File: config.mk
export PLATFORM = sky130hd
export DESIGN_NAME = tlcd_responder
export DESIGN_NICKNAME = d
export VERILOG_FILES = /design/src/rtl/tlcd_responder.sv
export SDC_FILE = /design/constraint.sdc
export NUM_CORES = 1
export LEC_CHECK = 0
export ABC_AREA = 1
export CAP_MARGIN = 10
export CORE_AREA = 2 2 364 366
export DETAILED_ROUTE_END_ITERATION = 10
export DIE_AREA = 0 0 366 368
export PLACE_DENSITY = 0.39
export SYNTH_ARGS = -nofsm -noshare
export SYNTH_HDL_FRONTEND = slang
export SYNTH_SLANG_ARGS = --single-unit
File: constraint.sdc
create_clock -name CLK -period 2.4 [get_ports CLK]
set_input_delay 0.72 -clock CLK [delete_from_list [all_inputs] [get_ports CLK]]
set_output_delay 0.72 -clock CLK [all_outputs]
set_load 0.1 [all_outputs]
File: src/rtl/tlcd_responder.sv
// tlcd_responder
//
// Device-side model of a 2x16 HD44780-style character LCD. It watches the
// TLCD_E/RS/RW/DATA bus driven by the text controller and decodes each bus
// transaction into DDRAM/CGRAM contents, an address counter and a busy flag.
// A host-side read port exposes the 32 visible characters.
//
// Ports
//   CLK            system clock, all logic on the rising edge
//   RESET          synchronous, active-high reset
//   TLCD_E         bus enable, asynchronous to CLK
//   TLCD_RS        0 = instruction/status, 1 = data
//   TLCD_RW        0 = write, 1 = read
//   TLCD_DATA_IN   bus data from the controller
//   TLCD_DATA_OUT  read data returned to the controller
//   TLCD_DATA_OE   high while the responder drives the bus
//   RD_ADDR        host read index: bit 4 = line, bits 3:0 = column
//   RD_CHAR        DDRAM character at RD_ADDR, one cycle latency
//   XFER_DONE      one-cycle pulse per accepted transaction
//   DISP_ON        D bit of the last display-control instruction
//   ERR_BUSY       sticky flag: a write arrived while busy
//
// Parameters
//   BUSY_CYCLES        busy time after an ordinary instruction or data write
//   CLEAR_BUSY_CYCLES  busy time after clear and return-home
//
// Configuration macro
//   TLCD_RESP_BUSY_CHECK_EN  when defined, writes arriving while busy are
//                            discarded and flagged on ERR_BUSY. When undefined
//                            every transaction executes and ERR_BUSY is 0.

module tlcd_responder #(
    parameter int BUSY_CYCLES       = 2000,
    parameter int CLEAR_BUSY_CYCLES = 82000
) (
    input  logic       CLK,
    input  logic       RESET,
    input  logic       TLCD_E,
    input  logic       TLCD_RS,
    input  logic       TLCD_RW,
    input  logic [7:0] TLCD_DATA_IN,
    output logic [7:0] TLCD_DATA_OUT,
    output logic       TLCD_DATA_OE,
    input  logic [4:0] RD_ADDR,
    output logic [7:0] RD_CHAR,
    output logic       XFER_DONE,
    output logic       DISP_ON,
    output logic       ERR_BUSY
);

    localparam int MAX_BUSY = (BUSY_CYCLES > CLEAR_BUSY_CYCLES) ? BUSY_CYCLES : CLEAR_BUSY_CYCLES;
    localparam int CNT_W    = $clog2(MAX_BUSY + 1);

    // The counter holds N-1 right after the event so it reaches zero exactly
    // N cycles after the transaction.
    localparam logic [CNT_W-1:0] BUSY_LOAD  = CNT_W'(BUSY_CYCLES - 1);
    localparam logic [CNT_W-1:0] CLEAR_LOAD = CNT_W'(CLEAR_BUSY_CYCLES - 1);

    typedef enum logic [1:0] {
        BUS_WAIT_LOW,
        BUS_IDLE,
        BUS_ACTIVE
    } busState_e;

    logic       eMeta_q, eSync_q;
    logic       rsMeta_q, rsSync_q;
    logic       rwMeta_q, rwSync_q;
    logic [7:0] dataMeta_q, dataSync_q;

    logic       capRs_q, capRw_q;
    logic [7:0] capData_q;

    busState_e  busState_q, busState_d;
    logic       eventFire, readStart;

    logic [6:0]       ac_q, ac_d;
    logic             cgTarget_q, cgTarget_d;
    logic             incr_q, incr_d;
    logic             dispOn_q, dispOn_d;
    logic [CNT_W-1:0] busyCnt_q, busyCnt_d;
    logic             xferDone_q, xferDone_d;
    logic [7:0]       dataOut_q, dataOut_d;
    logic [7:0]       rdChar_q;

    logic [7:0] ddram_q [32];
    logic [4:0] cgram_q [64];

    logic       busy;
    logic       writeBlocked;
    logic       accept;
    logic       acMapped;
    logic [4:0] ddIdx;
    logic [7:0] ramRead;
    logic       ddWe, cgWe, clearAll;

    // Step the address counter. DDRAM walks the two 40-cell lines as one
    // 80-cell ring (0x27 joins 0x40, 0x67 joins 0x00); CGRAM is a 6-bit ring.
    function automatic logic [6:0] stepAc(input logic [6:0] ac, input logic up, input logic cg);
        logic [6:0] res;
        if (cg) begin
            res = {1'b0, (up ? ac[5:0] + 6'd1 : ac[5:0] - 6'd1)};
        end else if (up) begin
            if (ac == 7'h27)      res = 7'h40;
            else if (ac == 7'h67) res = 7'h00;
            else                  res = ac + 7'd1;
        end else begin
            if (ac == 7'h00)      res = 7'h67;
            else if (ac == 7'h40) res = 7'h27;
            else                  res = ac - 7'd1;
        end
        return res;
    endfunction

    // Two-flop synchronizers for the whole bus. Enable resets high so that a
    // strobe already in progress when reset releases is never mistaken for a
    // fresh rising edge.
    always_ff @(posedge CLK) begin
        if (RESET) begin
            eMeta_q    <= 1'b1;
            eSync_q    <= 1'b1;
            rsMeta_q   <= 1'b0;
            rsSync_q   <= 1'b0;
            rwMeta_q   <= 1'b0;
            rwSync_q   <= 1'b0;
            dataMeta_q <= '0;
            dataSync_q <= '0;
        end else begin
            eMeta_q    <= TLCD_E;
            eSync_q    <= eMeta_q;
            rsMeta_q   <= TLCD_RS;
            rsSync_q   <= rsMeta_q;
            rwMeta_q   <= TLCD_RW;
            rwSync_q   <= rwMeta_q;
            dataMeta_q <= TLCD_DATA_IN;
            dataSync_q <= dataMeta_q;
        end
    end

    // Bus phase tracker. After reset it waits for enable to be seen low, so
    // only a complete low-high-low strobe produces a transaction event.
    always_ff @(posedge CLK) begin
        if (RESET) busState_q <= BUS_WAIT_LOW;
        else       busState_q <= busState_d;
    end

    always_comb begin
        busState_d = busState_q;
        eventFire  = 1'b0;
        readStart  = 1'b0;
        case (busState_q)
            BUS_WAIT_LOW: begin
                if (!eSync_q) busState_d = BUS_IDLE;
            end
            BUS_IDLE: begin
                if (eSync_q) begin
                    busState_d = BUS_ACTIVE;
                    readStart  = rwSync_q;
                end
            end
            BUS_ACTIVE: begin
                if (!eSync_q) begin
                    busState_d = BUS_IDLE;
                    eventFire  = 1'b1;
                end
            end
            default: busState_d = BUS_WAIT_LOW;
        endcase
    end

    assign busy     = (busyCnt_q != '0);
    assign acMapped = (ac_q[5:4] == 2'b00);
    assign ddIdx    = {ac_q[6], ac_q[3:0]};

`ifdef TLCD_RESP_BUSY_CHECK_EN
    assign writeBlocked = eventFire && !capRw_q && busy;
`else
    assign writeBlocked = 1'b0;
`endif

    assign accept = eventFire && !writeBlocked;

    // Value a data read would return at the current address.
    always_comb begin
        if (cgTarget_q)    ramRead = {3'b000, cgram_q[ac_q[5:0]]};
        else if (acMapped) ramRead = ddram_q[ddIdx];
        else               ramRead = 8'h20;
    end

    // Transaction decode. Instructions are classified by their highest set
    // bit; data writes and data reads both advance the address counter.
    always_comb begin
        ac_d       = ac_q;
        cgTarget_d = cgTarget_q;
        incr_d     = incr_q;
        dispOn_d   = dispOn_q;
        busyCnt_d  = busy ? busyCnt_q - CNT_W'(1) : '0;
        xferDone_d = 1'b0;
        dataOut_d  = dataOut_q;
        ddWe       = 1'b0;
        cgWe       = 1'b0;
        clearAll   = 1'b0;

        if (readStart) begin
            dataOut_d = rsSync_q ? ramRead : {busy, ac_q};
        end

        if (accept) begin
            xferDone_d = 1'b1;
            if (!capRw_q) begin
                busyCnt_d = BUSY_LOAD;
                if (!capRs_q) begin
                    casez (capData_q)
                        8'b1???????: begin
                            ac_d       = capData_q[6:0];
                            cgTarget_d = 1'b0;
                        end
                        8'b01??????: begin
                            ac_d       = {1'b0, capData_q[5:0]};
                            cgTarget_d = 1'b1;
                        end
                        8'b0001????: begin
                            if (!capData_q[3]) ac_d = stepAc(ac_q, capData_q[2], cgTarget_q);
                        end
                        8'b00001???: dispOn_d = capData_q[2];
                        8'b000001??: incr_d   = capData_q[1];
                        8'b0000001?: begin
                            ac_d       = '0;
                            cgTarget_d = 1'b0;
                            busyCnt_d  = CLEAR_LOAD;
                        end
                        8'b00000001: begin
                            clearAll   = 1'b1;
                            ac_d       = '0;
                            cgTarget_d = 1'b0;
                            incr_d     = 1'b1;
                            busyCnt_d  = CLEAR_LOAD;
                        end
                        default: begin
                            // function set and 0x00 have no visible effect
                        end
                    endcase
                end else begin
                    if (cgTarget_q)    cgWe = 1'b1;
                    else if (acMapped) ddWe = 1'b1;
                    ac_d = stepAc(ac_q, incr_q, cgTarget_q);
                end
            end else if (capRs_q) begin
                ac_d = stepAc(ac_q, incr_q, cgTarget_q);
            end
        end
    end

    // Control registers plus the per-cycle capture of the synchronized bus
    // while enable is high; the falling edge decodes the last capture.
    always_ff @(posedge CLK) begin
        if (RESET) begin
            capRs_q    <= 1'b0;
            capRw_q    <= 1'b0;
            capData_q  <= '0;
            ac_q       <= '0;
            cgTarget_q <= 1'b0;
            incr_q     <= 1'b1;
            dispOn_q   <= 1'b0;
            busyCnt_q  <= '0;
            xferDone_q <= 1'b0;
            dataOut_q  <= 8'h00;
        end else begin
            if (eSync_q) begin
                capRs_q   <= rsSync_q;
                capRw_q   <= rwSync_q;
                capData_q <= dataSync_q;
            end
            ac_q       <= ac_d;
            cgTarget_q <= cgTarget_d;
            incr_q     <= incr_d;
            dispOn_q   <= dispOn_d;
            busyCnt_q  <= busyCnt_d;
            xferDone_q <= xferDone_d;
            dataOut_q  <= dataOut_d;
        end
    end

    // Character and glyph storage. The host read port samples DDRAM before
    // this cycle's write lands, so a same-cycle write shows up one cycle later.
    always_ff @(posedge CLK) begin
        if (RESET) begin
            for (int i = 0; i < 32; i++) ddram_q[i] <= 8'h20;
            for (int i = 0; i < 64; i++) cgram_q[i] <= 5'h00;
            rdChar_q <= 8'h20;
        end else begin
            rdChar_q <= ddram_q[RD_ADDR];
            if (clearAll) begin
                for (int i = 0; i < 32; i++) ddram_q[i] <= 8'h20;
            end else if (ddWe) begin
                ddram_q[ddIdx] <= capData_q;
            end
            if (cgWe) cgram_q[ac_q[5:0]] <= capData_q[4:0];
        end
    end

`ifdef TLCD_RESP_BUSY_CHECK_EN
    logic errBusy_q;

    // Sticky until reset: any write that had to be thrown away.
    always_ff @(posedge CLK) begin
        if (RESET)             errBusy_q <= 1'b0;
        else if (writeBlocked) errBusy_q <= 1'b1;
    end

    assign ERR_BUSY = errBusy_q;
`else
    assign ERR_BUSY = 1'b0;
`endif

    assign TLCD_DATA_OE  = (busState_q != BUS_WAIT_LOW) && eSync_q && rwSync_q;
    assign TLCD_DATA_OUT = dataOut_q;
    assign RD_CHAR       = rdChar_q;
    assign XFER_DONE     = xferDone_q;
    assign DISP_ON       = dispOn_q;

endmodule

==> results of run 1 <==
sequential cells by signal, indices dropped and copies added, names as in the netlist, named ones only:
name           flops
cgram_q          320
ddram_q          256
busyCnt_q         17
RD_CHAR            8
TLCD_DATA_OUT      8
capData_q          8
dataMeta_q         8
dataSync_q         8
ac_q               7
busState_q         2
DISP_ON            1
XFER_DONE          1
capRs_q            1
capRw_q            1
cgTarget_q         1
eMeta_q            1
eSync_q            1
incr_q             1
rsMeta_q           1
rsSync_q           1
rwMeta_q           1
rwSync_q           1
synthesized netlist by cell type:
| cell | instances |
|---|---|
| conb_1 | 1 |
| nand3_1 | 484 |
| nor3_2 | 5 |
| nor2_2 | 4 |
| o21a_1 | 1 |
| inv_1 | 110 |
| buf_2 | 77 |
| buf_6 | 1 |
| nor3b_1 | 2 |
| nor4_2 | 4 |
| nor2_1 | 797 |
| nand2_2 | 2 |
| or2_2 | 4 |
| a41oi_1 | 1 |
| a31oi_1 | 9 |
| inv_2 | 25 |
| nand4_1 | 5 |
| dfxtp_1 | 85 |
| a221oi_1 | 1 |
| nor2_4 | 2 |
| nor3_1 | 19 |
| o221ai_1 | 64 |
| o21ai_0 | 206 |
| nand2_1 | 911 |
| xnor2_1 | 7 |
| clkbuf_1 | 159 |
| and2_1 | 1 |
| edfxtp_1 | 576 |
| clkinv_1 | 7 |
| ha_1 | 6 |
| o211ai_1 | 17 |
| nor3_4 | 3 |
| a21oi_1 | 70 |
| xor2_1 | 12 |
| nand3b_1 | 4 |
| buf_1 | 20 |
| o41ai_1 | 1 |
| nand4_4 | 1 |
| o21ai_1 | 5 |
| buf_4 | 8 |
| o2111ai_1 | 3 |
| o22ai_1 | 12 |
path summary, 6_finish.rpt:
check                                      start                to  slack [ns]
worst max-delay path            TLCD_DATA_OUT[7]  TLCD_DATA_OUT[7]        0.05
worst min register to register     dataMeta_q[2]     dataSync_q[2]        0.40
worst max register to register          register  TLCD_DATA_OUT[4]        0.07
worst min-delay path               dataMeta_q[2]     dataSync_q[2]        0.40
metal layers:
metal  share of wire  global-route usage  up-vias
met5               0                   0        -
met4           0.024              0.0478        0
met1            0.46               0.248    13100
met2            0.46               0.287      793
li1                -                   -    13000
met3           0.050              0.0243      146
logic make-up (layout without fill, tap and decap cells):
group                    count (synthesis)  in the layout  share of synthesized area
AND/OR/NAND/NOR                       2248           2248                      0.285
buffers and inverters                  407            648                     0.0512
adder cells (fa/ha/maj)                  6              6                    0.00231
other                                    1              1                   0.000116
XOR/XNOR                                19             19                    0.00513
AO/OA/AOI/OAI                          390            390                     0.0704
flip-flops                             661            661                      0.585
area by class of cell:
| cell class | count | area share |
|---|---|---|
| Timing Repair Buffer | 363 | 0.0946 |
| Multi-Input combinational cell | 2664 | 0.297 |
| Sequential cell | 661 | 0.475 |
| Tap cell | 1755 | 0.0549 |
| Clock inverter | 36 | 0.00888 |
| Clock buffer | 106 | 0.0548 |
| Timing Repair inverter | 1 | 0.000281 |
| Inverter | 142 | 0.0144 |
stage by stage:
step | power, mW | worst slack, ns | instance area [sq um] | util | hold WS, ns
global placement | 15.5 | -0.0424 | 37100 | 0.284 | 0.394
finish | 27.4 | 0.0548 | 40000 | 0.306 | 0.401
detailed placement | 15.5 | -0.0783 | 37100 | 0.284 | 0.394
global route | 28.4 | -0.00875 | 40000 | 0.306 | 0.417
floorplan | 14.6 | 0.108 | 32500 | - | 0.388
CTS | 27.8 | 0.0380 | 39700 | 0.303 | 0.402
power breakdown:
group	internal (mW)	switching (mW)
clock	6.99	5.14
sequential	12.9	0.267
combinational	0.712	1.41
total	20.6	6.81
what timing repair did:
item / CTS / global route
gates cloned: 0 / 6
gates resized for setup: 3 / 35
pin swaps: 1 / 0
setup endpoints to repair: 2 / 138
setup buffers: 1 / 6
==> results by group, run 1 <==
Logic synthesis
  – Yosys warning count: 0
  – Yosys top cell by area: edfxtp_1
  – Cell Area, Synth: 0.0325 sq mm
  – Unique masters post-synth: between 40 and 50
  – Cells after Synth: 3732
  – Yosys reg bits: between 600 and 700
  – Sequential area share after synthesis: 0.585
  – Syn nets: 3756
  – Avg Cell Area, Syn: 8.70 sq um
  – Synth area leaders: edfxtp_1 (53%), nand2_1 (11%), nor2_1 (9.2%)
  – Top cell type's share of synthesized area: 0.533

Finish
  – Sequential cell area: ~0.019 sq mm
  – Layout Nets: 3938
  – Non-filler cells, final: between 5000 and 6000
  – Ant diodes: 0
  – Multi-input gate area in the final layout: between 0.01 and 0.015 sq mm
  – Layout cells sized above 1: 0.137
  – Most frequent cells in the layout: nand2_1 (898), nor2_1 (793), edfxtp_1 (576), nand3_1 (478), buf_4 (267)
  – Leading cell type in the layout, fill and taps excluded: nand2_1
  – Area Overhead vs Synth: 23.3%
  – Fillers: around 14000

Worst hold path
  – Worst Hold Class: reg -> reg
  – Worst hold path depth: 2

Setup path
  – Critical path's top delay family: flip-flops
  – Largest stage delay, worst path: 0.67 ns
  – Setup crit start kind: register
  – Worst-path cell chain: buf_12
  – Crit Path Max Fanout: 2
  – CP Capture Type: output pin
  – Crit path buf inv count: 1
  – Worst path depth: 1
  – Crit path DAT: 1.63 ns
  – Worst reg-to-reg path cell count: 15
  – Critical path class: reg -> out
  – Critical Path RT: 1.68 ns
  – Slowest-stage cell, CP: dfxtp_1

Floorplan
  – Chip height: 368 um
  – Die Wd: 366 um
  – Initial Utilization: 0.248
  – Number of cell rows: 133
  – I/O pins: 38
  – Core area: 0.131 sq mm
  – Die Area: 0.135 sq mm

Placement
  – Dpl cells: 5574
  – Final GP Congestion: 0.870
  – Final HPWL DP: 79.7 mm
  – I/O Buffers: 36

Timing
  – Final Cycle Share: 0.977
  – TNS Setup: 0 ns
  – Fmax: 426 MHz
  – Relative slew slack: 0.478
  – RSZ-0062 raised after global routing: true
  – Final Skew: around 0.037 ns
  – Min Tclk post-route: 2.35 ns
  – Slew Limit Fails: 0
  – Fin. Hold Viols: 0
  – Worst-Margin Slew: 0.783 ns
  – Endpoints failing setup: 0

Detailed routing
  – DRC: 0
  – Final wirelength: between 100 and 150 mm
  – Via count: 27000
  – Post-route ant nets: 0
  – Vias per std cell: 4.72
  – Routed len/inst: 21.4 um
  – Pre-antenna DRT Iters: 6
  – Iter 0 DRT Violations: 2224

Clocking
  – CTS Buf Count: 81
  – Clock Sinks: ~660
  – CTS Buffer Depth: 3
  – Clock-pin slew on the worst setup and hold paths: 0.06 ns
  – Hold buffer count at cts: 0
  – CTS tree: done
  – Root Buffer: clkbuf_16
  – Worst skew pair latency: roughly 0.69 ns
  – CTS H-tree lvls: 3

Status
  – Run status: finished, final reports clean

Global routing
  – Gr usage total: 0.177
  – Largest net degree at the start of global routing: 100
  – Initial antenna violation count: 0
  – First-pass GRT wire length: 179 mm
  – Number of global-route vias before repair: 26400
  – Grt ovf: 0

Power and ir drop
  – Cell Pwr Density: 685 mW/mm^2
  – Leak: 14.6 nW
  – VDD IR max: 499 uV

Flow run
  – # Max-Cap Violations: 0
Note: power is estimated with default switching activity, not from simulation.
==> inputs of run 2 (changes only) <==
- CORE_AREA: 2 2 364 366 -> 2 2 272 274
- DIE_AREA: 0 0 366 368 -> 0 0 274 276
- PLACE_DENSITY: 0.39 -> 0.61
==> run 2 against run 1 <==
Clock-buffer cell count is 12 lower. Sequential power hardly changed. Clock power is 6% lower. Setup slack better by 0.024 ns. Fmax is 1.0% higher. Routed wire length is 17% lower. Via count is 0.56% higher. Die area is 44% lower. Hold slack worse by 0.00068 ns. Power is 3.4% lower. Clock skew is 0.013 ns lower. Sequential cell count stayed put.
==> results by group, run 2 (same netlist as run 1, synthesis figures left out) <==
Timing
  – TNS Setup: 0 ns (unchanged)
  – Slew Limit Fails: 0 (unchanged)
  – Min Tclk post-route: 2.32 ns (-0.0237 ns)
  – RSZ-0062 raised after global routing: false
  – Worst-Margin Slew: 0.801 ns (+0.0172 ns)
  – Fmax: 431 MHz (+1.0%)
  – Final Skew: 0.0243 ns (-0.0132 ns)
  – Final Cycle Share: 0.967 (-0.00987)
  – Relative slew slack: 0.465 (-0.0131)
  – Endpoints failing setup: 0 (unchanged)
  – Fin. Hold Viols: 0 (unchanged)

Setup path
  – Critical path class: reg -> reg
  – CP Capture Type: register
  – Crit Path Max Fanout: 8 (+6)
  – Crit path buf inv count: 4 (+3)
  – Critical path's top delay family: simple AND/OR/NAND/NOR gates
  – Critical Path RT: 2.70 ns (+1.02 ns)
  – Setup crit start kind: register
  – Crit path DAT: 2.62 ns (+0.99 ns)
  – Largest stage delay, worst path: 0.32 ns (-0.35 ns)
  – Worst-path cell chain: nor2_2, inv_1, nor2_2, nand4_1, inv_1, nand2_1, buf_4, nor2_1, inv_2, nand2_1
  – Slowest-stage cell, CP: dfxtp_1

Finish
  – Layout cells sized above 1: 0.110 (-0.0272)
  – Leading cell type in the layout, fill and taps excluded: nand2_1
  – Area Overhead vs Synth: 16.4%
  – Ant diodes: 0 (unchanged)
  – Largest register FFs: 320 (unchanged)
  – Fillers: 6799 (-51%)
  – Top flop regs: cgram_q x320, ddram_q x256, busyCnt_q x17
  – Design Area, Final: 0.0378 sq mm (-5.6%)
  – Largest Register: cgram_q
  – Most frequent cells in the layout: nand2_1 (910), nor2_1 (796), edfxtp_1 (576), nand3_1 (482)
  – Layout Nets: 3840 (-2.5%)

Power and ir drop
  – P_sw: 6.32 mW (-7.2%)
  – Power share of the clock group: 0.430 (-0.012)
  – VDD IR max: 586 uV (+17%)
  – Leak: 13.9 nW (-4.6%)
  – Reg power frac: 0.496 (+0.016)
  – Internal: 20.2 mW (-2.1%)
  – Switching fraction of total power: 0.239 (-0.00999)
  – Logic pwr share: 0.074 (-0.003)
  – Cell Pwr Density: 701 mW/mm^2 (+2.4%)

Clocking
  – CTS Buffer Depth: 3 (unchanged)
  – CTS H-tree lvls: 3 (unchanged)
  – Hold buffer count at cts: 0 (unchanged)
  – CTS Buf Count: 74 (-8.6%)
  – Worst skew pair latency: 0.63 ns (-0.06 ns)
  – Clock Sinks: 661 (unchanged)
  – Clock-pin slew on the worst setup and hold paths: 0.06 ns (about the same)
  – Root Buffer: clkbuf_16
  – CTS tree: done

Global routing
  – Largest net degree at the start of global routing: 134 (+34%)
  – Grt ovf: 0 (unchanged)
  – First-pass GRT wire length: 154 mm (-14%)
  – Gr usage total: 0.265 (+0.0874)
  – Initial antenna violation count: 0 (unchanged)
  – Number of global-route vias before repair: 25700 (-2.7%)

Floorplan
  – Die Wd: 274 um (-25%)
  – Die Area: 0.0756 sq mm (-44%)
  – I/O pins: 38 (unchanged)
  – Number of cell rows: 99 (-26%)
  – Core area: 0.0726 sq mm (-45%)
  – Chip height: 276 um (-25%)
  – Initial Utilization: 0.447 (+0.199)

Placement
  – Final GP Congestion: 0.975 (+12%)
  – Final HPWL DP: 64.7 mm (-19%)
  – Placed cell area: 0.0352 sq mm (-5.1%)
  – I/O Buffers: 36 (unchanged)

Detailed routing
  – Final wirelength: 102 mm (-17%)
  – Pre-antenna DRT Iters: 8 (+2)
  – Vias per std cell: 5.62 (+19%)
  – Post-route ant nets: 0 (unchanged)
  – Via count: 27200 (+0.56%)
  – Routed len/inst: 21.0 um (-1.7%)
  – DRC: 0 (unchanged)
  – Iter 0 DRT Violations: 3276 (+47%)

Worst hold path
  – Worst Hold Class: reg -> reg

Status
  – Run status: finished, final reports clean

Flow run
  – # Max-Cap Violations: 0 (unchanged)
==> run 2: what timing repair did <==
item | in CTS | in global routing
setup buffers | 0 | 2
hold endpoints to repair | 0 | 0
resized for setup | 0 | 11
endpoints found under the setup margin | 0 | 16
==> run 2: worst register-to-register path, delay by kind of cell, from the launching register on <==
kind                   cells  cell delay (ns)
buffers and inverters      4             0.54
DFF                        1             0.32
and+or+nand+nor            6             1.14
==> run 2: metal layers <==
metal  share of wire  GRT usage  vias up
li1                -          -    12800
met1            0.42      0.371    12800
met2            0.45      0.407     1367
met3           0.097     0.0523      205
met4           0.034     0.0992        0
met5               0          0        -
==> run 2: metrics by stage <==
stage / power [mW] / hold slack, ns / std cells / utilization / setup WS (ns)
floorplan: 14.6 / 0.388 / 3732 / - / 0.108
global placement: 15.3 / 0.391 / 4694 / 0.485 / 0.0150
detailed placement: 15.3 / 0.393 / 4694 / 0.485 / 0.0133
CTS: 26.6 / 0.403 / 4828 / 0.518 / 0.00983
global route: 27.3 / 0.416 / 4833 / 0.520 / 0.00370
finish: 26.5 / 0.400 / 4833 / 0.520 / 0.0785
==> run 2: area by class of cell <==
type	instances	area, sq um	share of cell area
flip-flops and latches	661	19000	0.503
multi-input cells	2664	11800	0.313
repair buffers	273	2740	0.0725
clock buffers	94	2020	0.0535
well taps	959	1200	0.0318
inverters	142	568	0.0150
clock inverters	40	398	0.0105
==> run 2: power by group through the flow <==
stage	combinational, mW	clock (mW)	sequential [mW]
CTS	1.94	11.5	13.1
global route	2.18	12.0	13.2
detailed placement	1.93	0	13.4
finish	1.96	11.4	13.1
floorplan	1.25	0	13.4
global placement	1.91	0	13.4
==> run 2: worst paths after layout <==
check             depth (start not counted)  slack [ns]           from            end
hold / removal                            2        0.40  dataMeta_q[1]  dataSync_q[1]
hold reg to reg                           2        0.40  dataMeta_q[1]  dataSync_q[1]
setup reg to reg                         10        0.08        ac_q[4]  ddram_q[4][1]
setup / recovery                         10        0.08        ac_q[4]  ddram_q[4][1]
